## src/rtl/gpio_cond_pkg.sv

```systemverilog
// Purpose: shared register map and defaults for the GPIO input conditioner.
// Latency: n/a (constants only).
// Backpressure: n/a.
package gpio_cond_pkg;

  // Local register map on the peripheral bus slot
  localparam logic [7:0] GC_STATE   = 8'h00;
  localparam logic [7:0] GC_RISE_EN = 8'h01;
  localparam logic [7:0] GC_FALL_EN = 8'h02;
  localparam logic [7:0] GC_PENDING = 8'h03;
  localparam logic [7:0] GC_RAW     = 8'h04;

  // 1 ms at 12 MHz
  localparam int GC_DEBOUNCE_DEFAULT = 12000;

endpackage

```

## src/rtl/debounce_cell.sv

```systemverilog
// Purpose: per-pin 2-flop synchroniser plus debounce counter with rise/fall accept pulses.
// Latency: clean follows a sustained change DEBOUNCE_CYCLES+2 edges after the first s1 sample.
// Backpressure: none; free-running, one pin per instance.
//
// Ports: CLK/RSTb (sync active-low), raw (async pad), clean (debounced level),
//        sync (synchronised s2 level), rise/fall (pulses high in the cycle whose
//        closing edge accepts the new level, so consumers register on that edge).
module debounce_cell
  import gpio_cond_pkg::*;
#(
  parameter int DEBOUNCE_CYCLES = GC_DEBOUNCE_DEFAULT
) (
  input  logic CLK,
  input  logic RSTb,
  input  logic raw,
  output logic clean,
  output logic sync,
  output logic rise,
  output logic fall
);

  localparam int CNT_W = $clog2(DEBOUNCE_CYCLES);
  localparam logic [CNT_W-1:0] CNT_MAX = CNT_W'(DEBOUNCE_CYCLES - 1);

  logic             s1;
  logic             s2;
  logic             stable;
  logic [CNT_W-1:0] cnt;
  logic             mismatch;
  logic             accept;

  assign mismatch = (s2 != stable);
  // Accept happens on the edge that would otherwise take cnt past CNT_MAX,
  // so cnt never wraps.
  assign accept   = mismatch && (cnt == CNT_MAX);

  always_ff @(posedge CLK) begin
    if (!RSTb) begin
      s1     <= 1'b0;
      s2     <= 1'b0;
      stable <= 1'b0;
      cnt    <= '0;
    end else begin
      s1 <= raw;
      s2 <= s1;
      if (!mismatch) begin
        cnt <= '0;
      end else if (accept) begin
        stable <= s2;
        cnt    <= '0;
      end else begin
        cnt <= cnt + 1'b1;
      end
    end
  end

  assign clean = stable;
  assign sync  = s2;
  assign rise  = accept && s2;
  assign fall  = accept && !s2;

endmodule

```

## src/rtl/gpio_input_conditioner.sv

```systemverilog
// Purpose: synchronise/debounce GPIO pads, latch enabled edges as pending flags, level IRQ.
// Latency: CLEAN_PINS/PENDING/IRQ update DEBOUNCE_CYCLES+2 edges after the first s1 sample; reads are combinational.
// Backpressure: none; bus accepts one write per cycle WR is high.
//
// Ports: CLK, RSTb (sync active-low), ADDRESS/DATA_IN/DATA_OUT/WR register bus,
//        RAW_PINS (async pads), CLEAN_PINS (to gpio.INPUT_PINS), IRQ (= |PENDING).
module gpio_input_conditioner
  import gpio_cond_pkg::*;
#(
  parameter int BITS            = 16,
  parameter int ADDRESS_BITS    = 8,
  parameter int CLK_FREQ        = 12000000,
  parameter int N_PINS          = 6,
  parameter int DEBOUNCE_CYCLES = GC_DEBOUNCE_DEFAULT
) (
  input  logic                    CLK,
  input  logic                    RSTb,
  input  logic [ADDRESS_BITS-1:0] ADDRESS,
  input  logic [BITS-1:0]         DATA_IN,
  output logic [BITS-1:0]         DATA_OUT,
  input  logic                    WR,
  input  logic [N_PINS-1:0]       RAW_PINS,
  output logic [N_PINS-1:0]       CLEAN_PINS,
  output logic                    IRQ
);

  logic [N_PINS-1:0] stable_v;
  logic [N_PINS-1:0] sync_v;
  logic [N_PINS-1:0] rise_v;
  logic [N_PINS-1:0] fall_v;

  logic [N_PINS-1:0] rise_en;
  logic [N_PINS-1:0] fall_en;
  logic [N_PINS-1:0] pending;
  logic [N_PINS-1:0] clr_mask;
  logic [N_PINS-1:0] set_mask;
  logic [N_PINS-1:0] wr_dat;
  logic              wr_rise_en;
  logic              wr_fall_en;
  logic              wr_pending;

  // DATA_IN bits above the pin field and the clock frequency have no effect on logic.
  logic unused_ok;
  assign unused_ok = ^{DATA_IN[BITS-1:N_PINS], (CLK_FREQ != 0)};

  genvar g;
  generate
    for (g = 0; g < N_PINS; g++) begin : g_pin
      debounce_cell #(
        .DEBOUNCE_CYCLES(DEBOUNCE_CYCLES)
      ) u_cell (
        .CLK  (CLK),
        .RSTb (RSTb),
        .raw  (RAW_PINS[g]),
        .clean(stable_v[g]),
        .sync (sync_v[g]),
        .rise (rise_v[g]),
        .fall (fall_v[g])
      );
    end
  endgenerate

  assign wr_dat     = DATA_IN[N_PINS-1:0];
  assign wr_rise_en = WR && (ADDRESS == ADDRESS_BITS'(GC_RISE_EN));
  assign wr_fall_en = WR && (ADDRESS == ADDRESS_BITS'(GC_FALL_EN));
  assign wr_pending = WR && (ADDRESS == ADDRESS_BITS'(GC_PENDING));

  // Events are gated by the enables as they stand before this edge's write;
  // set is OR'd after clear so a coincident set always survives.
  assign clr_mask = wr_pending ? wr_dat : '0;
  assign set_mask = (rise_v & rise_en) | (fall_v & fall_en);

  always_ff @(posedge CLK) begin
    if (!RSTb) begin
      rise_en <= '0;
      fall_en <= '0;
      pending <= '0;
    end else begin
      if (wr_rise_en) rise_en <= wr_dat;
      if (wr_fall_en) fall_en <= wr_dat;
      pending <= (pending & ~clr_mask) | set_mask;
    end
  end

  always_comb begin
    DATA_OUT = '0;
    case (ADDRESS)
      ADDRESS_BITS'(GC_STATE):   DATA_OUT[N_PINS-1:0] = stable_v;
      ADDRESS_BITS'(GC_RISE_EN): DATA_OUT[N_PINS-1:0] = rise_en;
      ADDRESS_BITS'(GC_FALL_EN): DATA_OUT[N_PINS-1:0] = fall_en;
      ADDRESS_BITS'(GC_PENDING): DATA_OUT[N_PINS-1:0] = pending;
      ADDRESS_BITS'(GC_RAW):     DATA_OUT[N_PINS-1:0] = sync_v;
      default:                   DATA_OUT = '0;
    endcase
  end

  assign CLEAN_PINS = stable_v;
  assign IRQ        = |pending;

endmodule

```

## config.mk

```make
export PLATFORM = sky130hd
export DESIGN_NAME = gpio_input_conditioner
export DESIGN_NICKNAME = d
export VERILOG_FILES = /design/src/rtl/gpio_cond_pkg.sv /design/src/rtl/debounce_cell.sv /design/src/rtl/gpio_input_conditioner.sv
export SDC_FILE = /design/constraint.sdc
export NUM_CORES = 1
export LEC_CHECK = 0
export ABC_AREA = 1
export BUFFER_PORTS_ARGS = -buffer_cell sky130_fd_sc_hd__buf_2
export CORE_ASPECT_RATIO = 1.2
export CORE_UTILIZATION = 60
export CTS_BUF_LIST = sky130_fd_sc_hd__clkbuf_4
export CTS_CLUSTER_DIAMETER = 120
export DETAILED_ROUTE_END_ITERATION = 10
export PLACE_DENSITY = 0.81
export SLEW_MARGIN = 20
export SYNTH_ARGS = -nofsm -noshare
export SYNTH_HDL_FRONTEND = slang
export SYNTH_SLANG_ARGS = --single-unit
```

## constraint.sdc

```tcl
create_clock -name CLK -period 2 [get_ports CLK]
set_clock_uncertainty 0.2 [all_clocks]
set_input_delay 0.3 -clock CLK [delete_from_list [all_inputs] [get_ports CLK]]
set_output_delay 0.3 -clock CLK [all_outputs]
set_load 0.05 [all_outputs]
```

==> flow_summary.json <==
{
  "grt_max_degree": 30,
  "die_h_um": 113,
  "status": "finished, final reports clean",
  "final-setup-viol-count": 0,
  "io_pins": 56,
  "fillCellCount": 885,
  "layout_min_cycle_time_ns": 1.93,
  "yosysWarnings": 0,
  "p_leak_nw": 2.62,
  "synthTopCellsByArea": "dfxtp_1 (39%), nand2_1 (13%), nor2_1 (10%), inv_1 (6.5%), nand3_1 (6.4%)",
  "drt_wl_total_um": 12400,
  "ys_ff_latch": 120,
  "max_freq_mhz": 518,
  "yosys.area.top_type": "dfxtp_1",
  "yosysTopAreaCellShare_pct": 39.3,
  "h-tree-depth": 4,
  "crit_end": "IRQ",
  "hold_path_class": "flop to flop",
  "synthesis.area_sq_mm": 0.00611,
  "finalCritPeriodShare_pct": 96.4,
  "vias": 5499,
  "hold_ws_ns": 0.214,
  "r2r-start": "g_pin[3].u_cell.cnt[0]",
  "final_nets": 989,
  "placed_cells": 1042,
  "dieArea_sq_mm": 0.0106,
  "core-area_sq_mm": 0.00996,
  "synth_edf_count": 0,
  "synth_common_cells": "nand2_1 (211), nor2_1 (166), dfxtp_1 (120)",
  "reg2reg_depth": 8,
  "grt_pass1_wl_um": 21200,
  "drt_iter0_markers": 389,
  "yosysMostFrequentCell": "nand2_1",
  "cp-startpoint": "pending[0]",
  "clkTransAtPathRegs_ns": 0.09,
  "crit_type": "flop to primary output",
  "worst_ep_required_time_ns": 1.50,
  "clock_path_buffers": 2,
  "ys_async_sr_fraction_pct": 0,
  "synth-seq-area-share_pct": 39.3,
  "drv_cap": 0,
  "drive_above_1_share_pct": 12.6,
  "drc": 0,
  "crit_fanout": 3,
  "start_util_pct": 61.3,
  "gr-total-overflow": 0,
  "numCtsBuffers": 17,
  "clock_latency_ns": 0.53,
  "timing.rr.end": "g_pin[3].u_cell.cnt[0]",
  "postSynthCellCount": 895,
  "port_buffers": 35,
  "syn_to_final_growth_pct": 11.4,
  "hold_violations": 0,
  "fin_util_pct": 68.3,
  "drt.antenna.violating_nets": 0,
  "cp.arrival_ns": 1.43,
  "cts_tree": "built",
  "place.gp.congestion": 0.874,
  "antenna_found_initial": 0,
  "synth_area_per_cell_sq_um": 6.82,
  "wl_per_cell_um": 11.4,
  "clock_sinks": 120,
  "synthDistinctLibCells": 31,
  "power-per-cell-area_mw_per_mm2": 624,
  "start_kind": "flop",
  "final_cells": 1089,
  "worst_setup_path_end_kind": "primary output",
  "dr.pass1.iters": 5,
  "synthFlopType": "dfxtp_1",
  "post-layout-total-power_w": 0.00425,
  "grt_use_total_pct": 24.9,
  "post-dp-hpwl_um": 8690,
  "placementRows": 40,
  "reg2reg_slack_ns": 0.22,
  "ir_drop_uv": 415,
  "grt_pass1_vias": 5090,
  "drv_slew": 0,
  "hp-start": "g_pin[3].u_cell.s1",
  "rsz0062_at_grt": "yes",
  "die_w_um": 94.1,
  "root_buffer": "clkbuf_4",
  "vias_per_cell": 5.05
}
flip-flops by register name (all words and copies together), names as in the netlist:
register	flops
pending	6
rise_en	6
fall_en	6
g_pin.u_cell.s1	6
g_pin.u_cell.sync	6
g_pin.u_cell.cnt	84
g_pin.u_cell.clean	6
cell usage in the layout (no fill, tap or decap), types with 16 or more instances in the layout:
cell type,Yosys,layout
buf_2,2,28
dfxtp_1,120,108
nand2_1,211,209
nand4_1,26,26
xnor2_1,16,16
nor3_1,16,16
xor2_1,33,33
a21oi_1,25,25
nand3_1,78,78
o21ai_0,17,17
inv_1,105,105
nor2_1,166,165
clkbuf_4,0,22
critical path, cell delays in order (launching register included):
cell	delay, ns
dfxtp_2	0.34
nor4_2	0.27
nand2_1	0.13
buf_6	0.17
layer usage:
metal | global-route usage (%) | share of wire [%]
met5 | 0 | 0
met3 | 5.01 | 4.2
met1 | 29.8 | 45
met2 | 41.9 | 48
met4 | 12.7 | 2.2
layout make-up:
class | instances | area (sq um) | share of cell area [%]
multi-input cells | 643 | 3120 | 45.8
flip-flops and latches | 120 | 2420 | 35.6
repair buffers | 61 | 442 | 6.49
inverters | 107 | 402 | 5.90
clock buffers | 21 | 158 | 2.32
well taps | 126 | 158 | 2.32
clock inverters | 10 | 105 | 1.54
diodes | 1 | 2.50 | 0.0368
per-stage QoR:
stage               instance area, sq um  setup slack, ns  setup TNS (ns)
floorplan                           6140            0.176               0
global placement                    6320          -0.0186         -0.0283
detailed placement                  6320          -0.0259         -0.0340
CTS                                 6750          0.00148               0
global route                        6800          -0.0438          -0.186
finish                              6810           0.0711               0
cells by family after synthesis:
logic type | Yosys count | synth area share, %
XOR/XNOR | 49 | 7.03
flip-flops | 120 | 39.3
buffers and inverters | 141 | 10.4
other | 1 | 0.0614
AND/OR/NAND/NOR | 532 | 38.0
adder cells (fa/ha/maj) | 6 | 1.23
AO/OA/AOI/OAI | 46 | 3.93
where the power goes:
part           total (W)  internal [W]  switching (W)
logic           0.000179     0.0000589       0.000120
registers        0.00242       0.00240      0.0000134
clock network    0.00165      0.000774       0.000880
total            0.00425       0.00323        0.00101
how the worst min path moves through the flow:
stage | to | slack (ns) | cells after the start
final | g_pin[3].u_cell.sync | 0.21 | 2
after global placement | g_pin[1].u_cell.sync | 0.19 | 2
after global routing | g_pin[3].u_cell.sync | 0.24 | 2
after CTS | g_pin[5].u_cell.sync | 0.22 | 2
after detailed placement | g_pin[1].u_cell.sync | 0.20 | 2
after floorplan | g_pin[0].u_cell.sync | 0.19 | 2
repair_timing:
action	CTS	global route
hold buffers	14	0
setup endpoints to repair	6	7
pin swaps	0	6
gates resized for setup	9	21
hold endpoints to repair	28	0
buffers inserted	0	2
No activity file was read; power rests on OpenSTA's default activity.
